==> src/rtl/countdown_timer_pkg.sv <==
// Shared types and constants for the six-digit millisecond countdown timer.
// Digit layout matches the existing millisecond timer and hex driver.
package countdown_timer_pkg;

    localparam int unsigned DIGIT_W         = 5;
    localparam int unsigned NUM_DIGITS      = 6;
    localparam int unsigned TIME_W          = DIGIT_W * NUM_DIGITS;
    localparam int unsigned CLK_DIV_DEFAULT = 50000;

    typedef logic [DIGIT_W-1:0]          digit_t;
    typedef digit_t [NUM_DIGITS-1:0]     bcd_time_t;

    typedef enum logic [1:0] {
        ST_IDLE  = 2'd0,
        ST_RUN   = 2'd1,
        ST_PAUSE = 2'd2,
        ST_DONE  = 2'd3
    } state_e;

    localparam digit_t DIGIT_MAX = DIGIT_W'(9);

    // Saturate every digit field to 9 so bit 4 is never set downstream.
    function automatic bcd_time_t clamp_time(input bcd_time_t t);
        bcd_time_t r;
        for (int i = 0; i < int'(NUM_DIGITS); i++) begin
            r[i] = (t[i] > DIGIT_MAX) ? DIGIT_MAX : t[i];
        end
        return r;
    endfunction

endpackage

==> src/rtl/countdown_timer_if.sv <==
// Control and status bundle between the countdown timer and its user.
interface countdown_timer_if;
    import countdown_timer_pkg::*;

    logic      load;
    bcd_time_t loadTime;
    logic      start;
    logic      pause;
    bcd_time_t timeOut;
    logic      running;
    logic      done;
    logic      expired;

    modport master (
        output load, loadTime, start, pause,
        input  timeOut, running, done, expired
    );

    modport slave (
        input  load, loadTime, start, pause,
        output timeOut, running, done, expired
    );

endinterface

==> src/rtl/countdown_timer_bcd_dec_digit.sv <==
// One decimal digit of the ripple-borrow decrementer: 0 underflows to 9.
module bcdDecDigit
    import countdown_timer_pkg::*;
(
    input  digit_t digit,
    input  logic   borrowIn,
    output digit_t digitDec,
    output logic   borrowOut
);

    always_comb begin
        digitDec  = digit;
        borrowOut = 1'b0;
        if (borrowIn) begin
            if (digit == '0) begin
                digitDec  = DIGIT_MAX;
                borrowOut = 1'b1;
            end else begin
                digitDec = digit - DIGIT_W'(1);
            end
        end
    end

endmodule

==> src/rtl/countdown_timer.sv <==
// Six-digit decimal millisecond countdown timer with load/start/pause control.
// All outputs come straight from flops; the decrementer chain feeds next-state only.
module countdown_timer
    import countdown_timer_pkg::*;
#(
    parameter int unsigned CLK_DIV = CLK_DIV_DEFAULT
) (
    input  logic               clkIn,
    input  logic               resetN,
    countdown_timer_if.slave   bus
);

    localparam int unsigned     PRESC_W    = (CLK_DIV > 1) ? $clog2(CLK_DIV) : 1;
    localparam logic [PRESC_W-1:0] PRESC_LAST = PRESC_W'(CLK_DIV - 1);

    state_e               state_q, state_d;
    logic [PRESC_W-1:0]   presc_q, presc_d;
    bcd_time_t            time_q, time_d;
    bcd_time_t            dec_time;
    logic                 running_q, running_d;
    logic                 done_q, done_d;
    logic                 expired_q, expired_d;
    logic [NUM_DIGITS:0]  borrow;
    logic                 time_zero;
    logic                 dec_zero;

    // Borrow out of the top digit means the current value is already zero.
    assign borrow[0] = 1'b1;
    for (genvar g = 0; g < NUM_DIGITS; g++) begin : g_dec
        bcdDecDigit u_digit (
            .digit     (time_q[g]),
            .borrowIn  (borrow[g]),
            .digitDec  (dec_time[g]),
            .borrowOut (borrow[g+1])
        );
    end

    assign time_zero = borrow[NUM_DIGITS];
    assign dec_zero  = (dec_time == '0);

    always_ff @(posedge clkIn or negedge resetN) begin
        if (!resetN) begin
            state_q   <= ST_IDLE;
            presc_q   <= '0;
            time_q    <= '0;
            running_q <= 1'b0;
            done_q    <= 1'b0;
            expired_q <= 1'b0;
        end else begin
            state_q   <= state_d;
            presc_q   <= presc_d;
            time_q    <= time_d;
            running_q <= running_d;
            done_q    <= done_d;
            expired_q <= expired_d;
        end
    end

    always_comb begin
        state_d   = state_q;
        presc_d   = presc_q;
        time_d    = time_q;
        expired_d = 1'b0;

        if (bus.load) begin
            time_d  = clamp_time(bus.loadTime);
            presc_d = '0;
            state_d = ST_IDLE;
        end else begin
            case (state_q)
                ST_IDLE, ST_PAUSE: begin
                    if (!bus.pause && bus.start) begin
                        if (time_zero) begin
                            state_d   = ST_DONE;
                            expired_d = 1'b1;
                        end else begin
                            state_d = ST_RUN;
                        end
                    end
                end
                ST_RUN: begin
                    if (bus.pause) begin
                        state_d = ST_PAUSE;
                    end else if (presc_q == PRESC_LAST) begin
                        presc_d = '0;
                        // Zero is unreachable in RUN, but never underflow if it were.
                        if (!time_zero) begin
                            time_d = dec_time;
                            if (dec_zero) begin
                                state_d   = ST_DONE;
                                expired_d = 1'b1;
                            end
                        end
                    end else begin
                        presc_d = presc_q + PRESC_W'(1);
                    end
                end
                ST_DONE: state_d = ST_DONE;
                default: state_d = ST_IDLE;
            endcase
        end

        running_d = (state_d == ST_RUN);
        done_d    = (state_d == ST_DONE);
    end

    assign bus.timeOut = time_q;
    assign bus.running = running_q;
    assign bus.done    = done_q;
    assign bus.expired = expired_q;

endmodule
==> src/flat_wrapper.sv <==
// flat-port wrapper written by rule: the top's interface ports become plain ports
module countdown_timer_flat import countdown_timer_pkg::*;
#(
    parameter int unsigned CLK_DIV = CLK_DIV_DEFAULT
)
  (clkIn, resetN, bus_load, bus_loadTime, bus_start, bus_pause, bus_timeOut, bus_running, bus_done, bus_expired);
  countdown_timer_if bus_i ();
  input  logic clkIn;
  input  logic resetN;
  input wire logic [$bits(bus_i.load)-1:0] bus_load;
  input wire logic [$bits(bus_i.loadTime)-1:0] bus_loadTime;
  input wire logic [$bits(bus_i.start)-1:0] bus_start;
  input wire logic [$bits(bus_i.pause)-1:0] bus_pause;
  output wire logic [$bits(bus_i.timeOut)-1:0] bus_timeOut;
  output wire logic [$bits(bus_i.running)-1:0] bus_running;
  output wire logic [$bits(bus_i.done)-1:0] bus_done;
  output wire logic [$bits(bus_i.expired)-1:0] bus_expired;
  assign bus_i.load = bus_load;
  assign bus_i.loadTime = bus_loadTime;
  assign bus_i.start = bus_start;
  assign bus_i.pause = bus_pause;
  assign bus_timeOut = bus_i.timeOut;
  assign bus_running = bus_i.running;
  assign bus_done = bus_i.done;
  assign bus_expired = bus_i.expired;
  countdown_timer #(.CLK_DIV(CLK_DIV)) u_core (.clkIn(clkIn), .resetN(resetN), .bus(bus_i));
endmodule
==> config.mk <==
export PLATFORM = sky130hd
export DESIGN_NAME = countdown_timer_flat
export DESIGN_NICKNAME = d
export VERILOG_FILES = /design/src/rtl/countdown_timer_pkg.sv /design/src/rtl/countdown_timer_if.sv /design/src/rtl/countdown_timer_bcd_dec_digit.sv /design/src/rtl/countdown_timer.sv /design/src/flat_wrapper.sv
export SDC_FILE = /design/constraint.sdc
export NUM_CORES = 1
export LEC_CHECK = 0
export ABC_AREA = 1
export BUFFER_PORTS_ARGS = -buffer_cell sky130_fd_sc_hd__buf_2
export CAP_MARGIN = 20
export CORE_MARGIN = 2
export CORE_UTILIZATION = 50
export DETAILED_ROUTE_END_ITERATION = 7
export GPL_TIMING_DRIVEN = 0
export PLACE_DENSITY = 0.75
export SLEW_MARGIN = 0
export SYNTH_ARGS = -nofsm -noshare
export SYNTH_HDL_FRONTEND = slang
export SYNTH_SLANG_ARGS = --single-unit
==> constraint.sdc <==
create_clock -name clkIn -period 2.1 [get_ports clkIn]
set_clock_uncertainty 0.15 [all_clocks]
set_input_delay 0.42 -clock clkIn [delete_from_list [all_inputs] [get_ports clkIn]]
set_output_delay 0.42 -clock clkIn [all_outputs]
set_load 0.01 [all_outputs]
==> run metrics <==
sequential fraction of the synthesis area 0.331; Hold Crit Class in2reg; Layout Nets 715; H-tree depth 2; vias in the first global route 4,048; Die Area 8440 um^2; Placer Congestion 0.902; Hold Vio Cnt, Final 0; Critical R2R Capture u_core.bus.done; setup_tns -5.41 ns; final setup margin -0.226 ns; Worst R2R Path Depth 15; Startpoint Class flip-flop; DR WL met3 734 um; final WL 11.9 mm; Die W 91.9 um; Overflow after GRT 0; first-pass GRT wire length 18.9 mm; Initial Util 0.507; Compound-Gate Fraction of Synth Area 0.173; synthesized area 3860 um^2; required time worst endpoint 2.21 ns; WL/cell 15.3 um; Critical Path AT 2.43 ns; RSZ-0062 raised after global routing true; mux share of post-synthesis cell area 0; Post-synth top flop dfrtp_1; Clock Sinks 51; pre-CTS setup slack -0.421 ns; IO Port Bufs 66; Design Power 3.19 mW; post-DP HPWL 8.08 mm; Synth Area in Adders 0.0259; DR DRC count 0; critical path's largest stage delay 0.41 ns; final worst path period need 2.33 ns; max layer used met4; CTS Buf Count 5; row count 32; period utilization 1.11; sequential group share of total power 0.379; Yosys warning total 0; clk slew on worst S/H paths 0.11 ns; CP Class reg2reg; Async S/R FF share, synth 1.00; crit end category flip-flop; Psw 1.29 mW; CTS tree built; clock root buffer clkbuf_8; Max-Cap Viols 0; CP cell instances inv_2, ha_4, nand3_4, nor2_8, nand3_4, buf_6, nand2_1, o21ai_2, nor2_1, nand3_1, nor2_2, nand2_1, nand2_2, nand2_2, nor2_1; Post-DRT Antenna Nets 0; num ports 68; Post-Syn Instances 559; area leader, netlist dfrtp_1; P_leak 2.53 nW; Hold Path Depth 3; share of cells above drive strength 1 0.328; CP max FO 7; count leader, synth nand2_1; Area growth syn-to-layout 29.9%; Worst-Margin Slew 0.720 ns; met2 WL post-DR 5.93 mm; Worst Hold End u_core.bus.timeOut[0]; internal power 1.90 mW; core area 7610 um^2; initial antenna violation count 0; Yosys top cell area share 0.331; Post-synth EDFFs 0; Synth Register Bits 51; Synth area leaders dfrtp_1 33%, nand2_1 14%, inv_1 8.2%; Post-synth top cells 148 x nand2_1, 84 x inv_1, 57 x nor2_1; Max Freq 430 MHz; total vias in the final route 4,313; clock share of power 0.206; Final Max Tran Viols 0; # setup viols final 33; GRT Util Overall 0.277; Netlist cell types 42; CP max-delay cell dfrtp_1; die height 91.9 um; largest net degree at the start of global routing 34; drt first-iter violations 308; outcome finished, violations left; Net Count, Synth 602; Max IR drop VDD 341 uV; failing checks setup timing; vias per cell 5.57; Skew-Pair Late Insertion Delay 0.33 ns; n_diodes 0; Synth Area in XOR/XNOR 0.0182; clk buf depth 2; Slew headroom 0.520; cell area power density 637 nW/um^2; Synth Area in Simple Gates 0.341; portion of total power attributed to combinational logic 0.415; Avg Inst Size Synth 6.90 um^2; Switching Share 0.405; router iterations before antenna repair 7; worst hold start bus_loadTime[0]; largest family of logic cells by synthesized area simple AND/OR/NAND/NOR gates; M1 WL 4.92 mm; r2r startpoint u_core.bus.timeOut[5]; Reg2Reg Setup Slack -0.23 ns
==> worst max path at each step <==
stage | startpoint | endpoint | slack [ns]
final | u_core.bus.timeOut[5] | u_core.bus.done | -0.23
after global routing | u_core.bus.timeOut[18] | u_core.bus.timeOut[13] | -0.36
after CTS | u_core.bus.timeOut[0] | u_core.bus.expired | -0.17
after detailed placement | bus_load | u_core.bus.timeOut[27] | -0.42
after global placement | bus_pause | u_core.bus.timeOut[27] | -0.40
after floorplan | u_core.bus.timeOut[6] | u_core.bus.timeOut[23] | -0.06
==> per-layer routing <==
layer | GRT usage | vias to the layer above
li1 | - | 2045
met1 | 0.354 | 2039
met2 | 0.487 | 193
met3 | 0.0320 | 36
met4 | 0.0920 | 0
met5 | 0 | -
==> per-stage QoR <==
| step | hold slack [ns] | area [um^2] | utilization | cells |
|---|---|---|---|---|
| 2_1_floorplan | -0.0256 | 3890 | - | 559 |
| 3_5_place_dp | 0.251 | 4360 | 0.574 | 728 |
| 6_report | 0.222 | 5010 | 0.659 | 775 |
| 4_1_cts | 0.235 | 4820 | 0.634 | 760 |
| 3_3_place_gp | 0.364 | 4340 | 0.571 | 727 |
| 5_1_grt | 0.233 | 5010 | 0.659 | 775 |
==> registers in the layout, indices dropped and copies added (netlist names) <==
register	flops
u_core.presc_q	16
u_core.bus.timeOut	30
u_core.bus.expired	1
u_core.bus.running	1
u_core.state_q	2
u_core.bus.done	1
==> power by group through the flow <==
stage          Clock (mW)  Combinational [mW]  Sequential (mW)
5_1_grt             0.691                1.45             1.22
3_3_place_gp            0                1.02             1.22
2_1_floorplan           0               0.693             1.24
6_report            0.658                1.32             1.21
3_5_place_dp            0                1.06             1.22
4_1_cts             0.652                1.22             1.20
==> critical path: cells and delay by family, from the launching register on <==
family	cells	cell delay [ns]
compound gates	1	0.09
buf+inv	2	0.26
simple gates	11	1.18
flops	1	0.41
fa+ha+maj	1	0.16
==> cell usage in the layout, fill, tap and decap left out, types with 6 or more instances in the layout <==
cell type  instances
nand2_2           17
nand4_1           13
clkbuf_8           6
a21oi_1           13
o21ai_1           14
inv_1             69
nor3_1            10
buf_2             67
nand2_1          131
o21ai_0           36
inv_2             17
buf_4             35
nor2_2             6
xor2_1             8
dfrtp_1           48
nand3_1           30
o21ai_2           11
nor2_1            51
==> kinds of logic after synthesis <==
family                     after synthesis
and+or+nand+nor                        286
AOI/OAI and AO/OA                      104
buffers and inverters                  102
DFF                                     51
xor gates and xnor gates                 8
adders and majority gates                8
==> area by class of cell <==
cell class | count | area, um^2
Sequential cell | 51 | 1280
Fill cell | 658 | 2600
Tap cell | 102 | 128
Clock inverter | 2 | 16.3
Clock buffer | 6 | 82.6
Timing Repair Buffer | 106 | 671
Inverter | 88 | 338
Multi-Input combinational cell | 406 | 2370
Buffer | 14 | 125
==> repair_timing <==
| item | 4_1_cts | 5_1_grt |
|---|---|---|
| cloned | 3 | 0 |
| hold endpoints to repair | 18 | 0 |
| buffers inserted | 20 | 15 |
| hold buffers | 1 | 0 |
| pin swaps | 12 | 14 |
| endpoints found under the setup margin | 34 | 40 |
| gates resized for setup | 54 | 31 |
No activity file was read; power rests on OpenSTA's default activity.
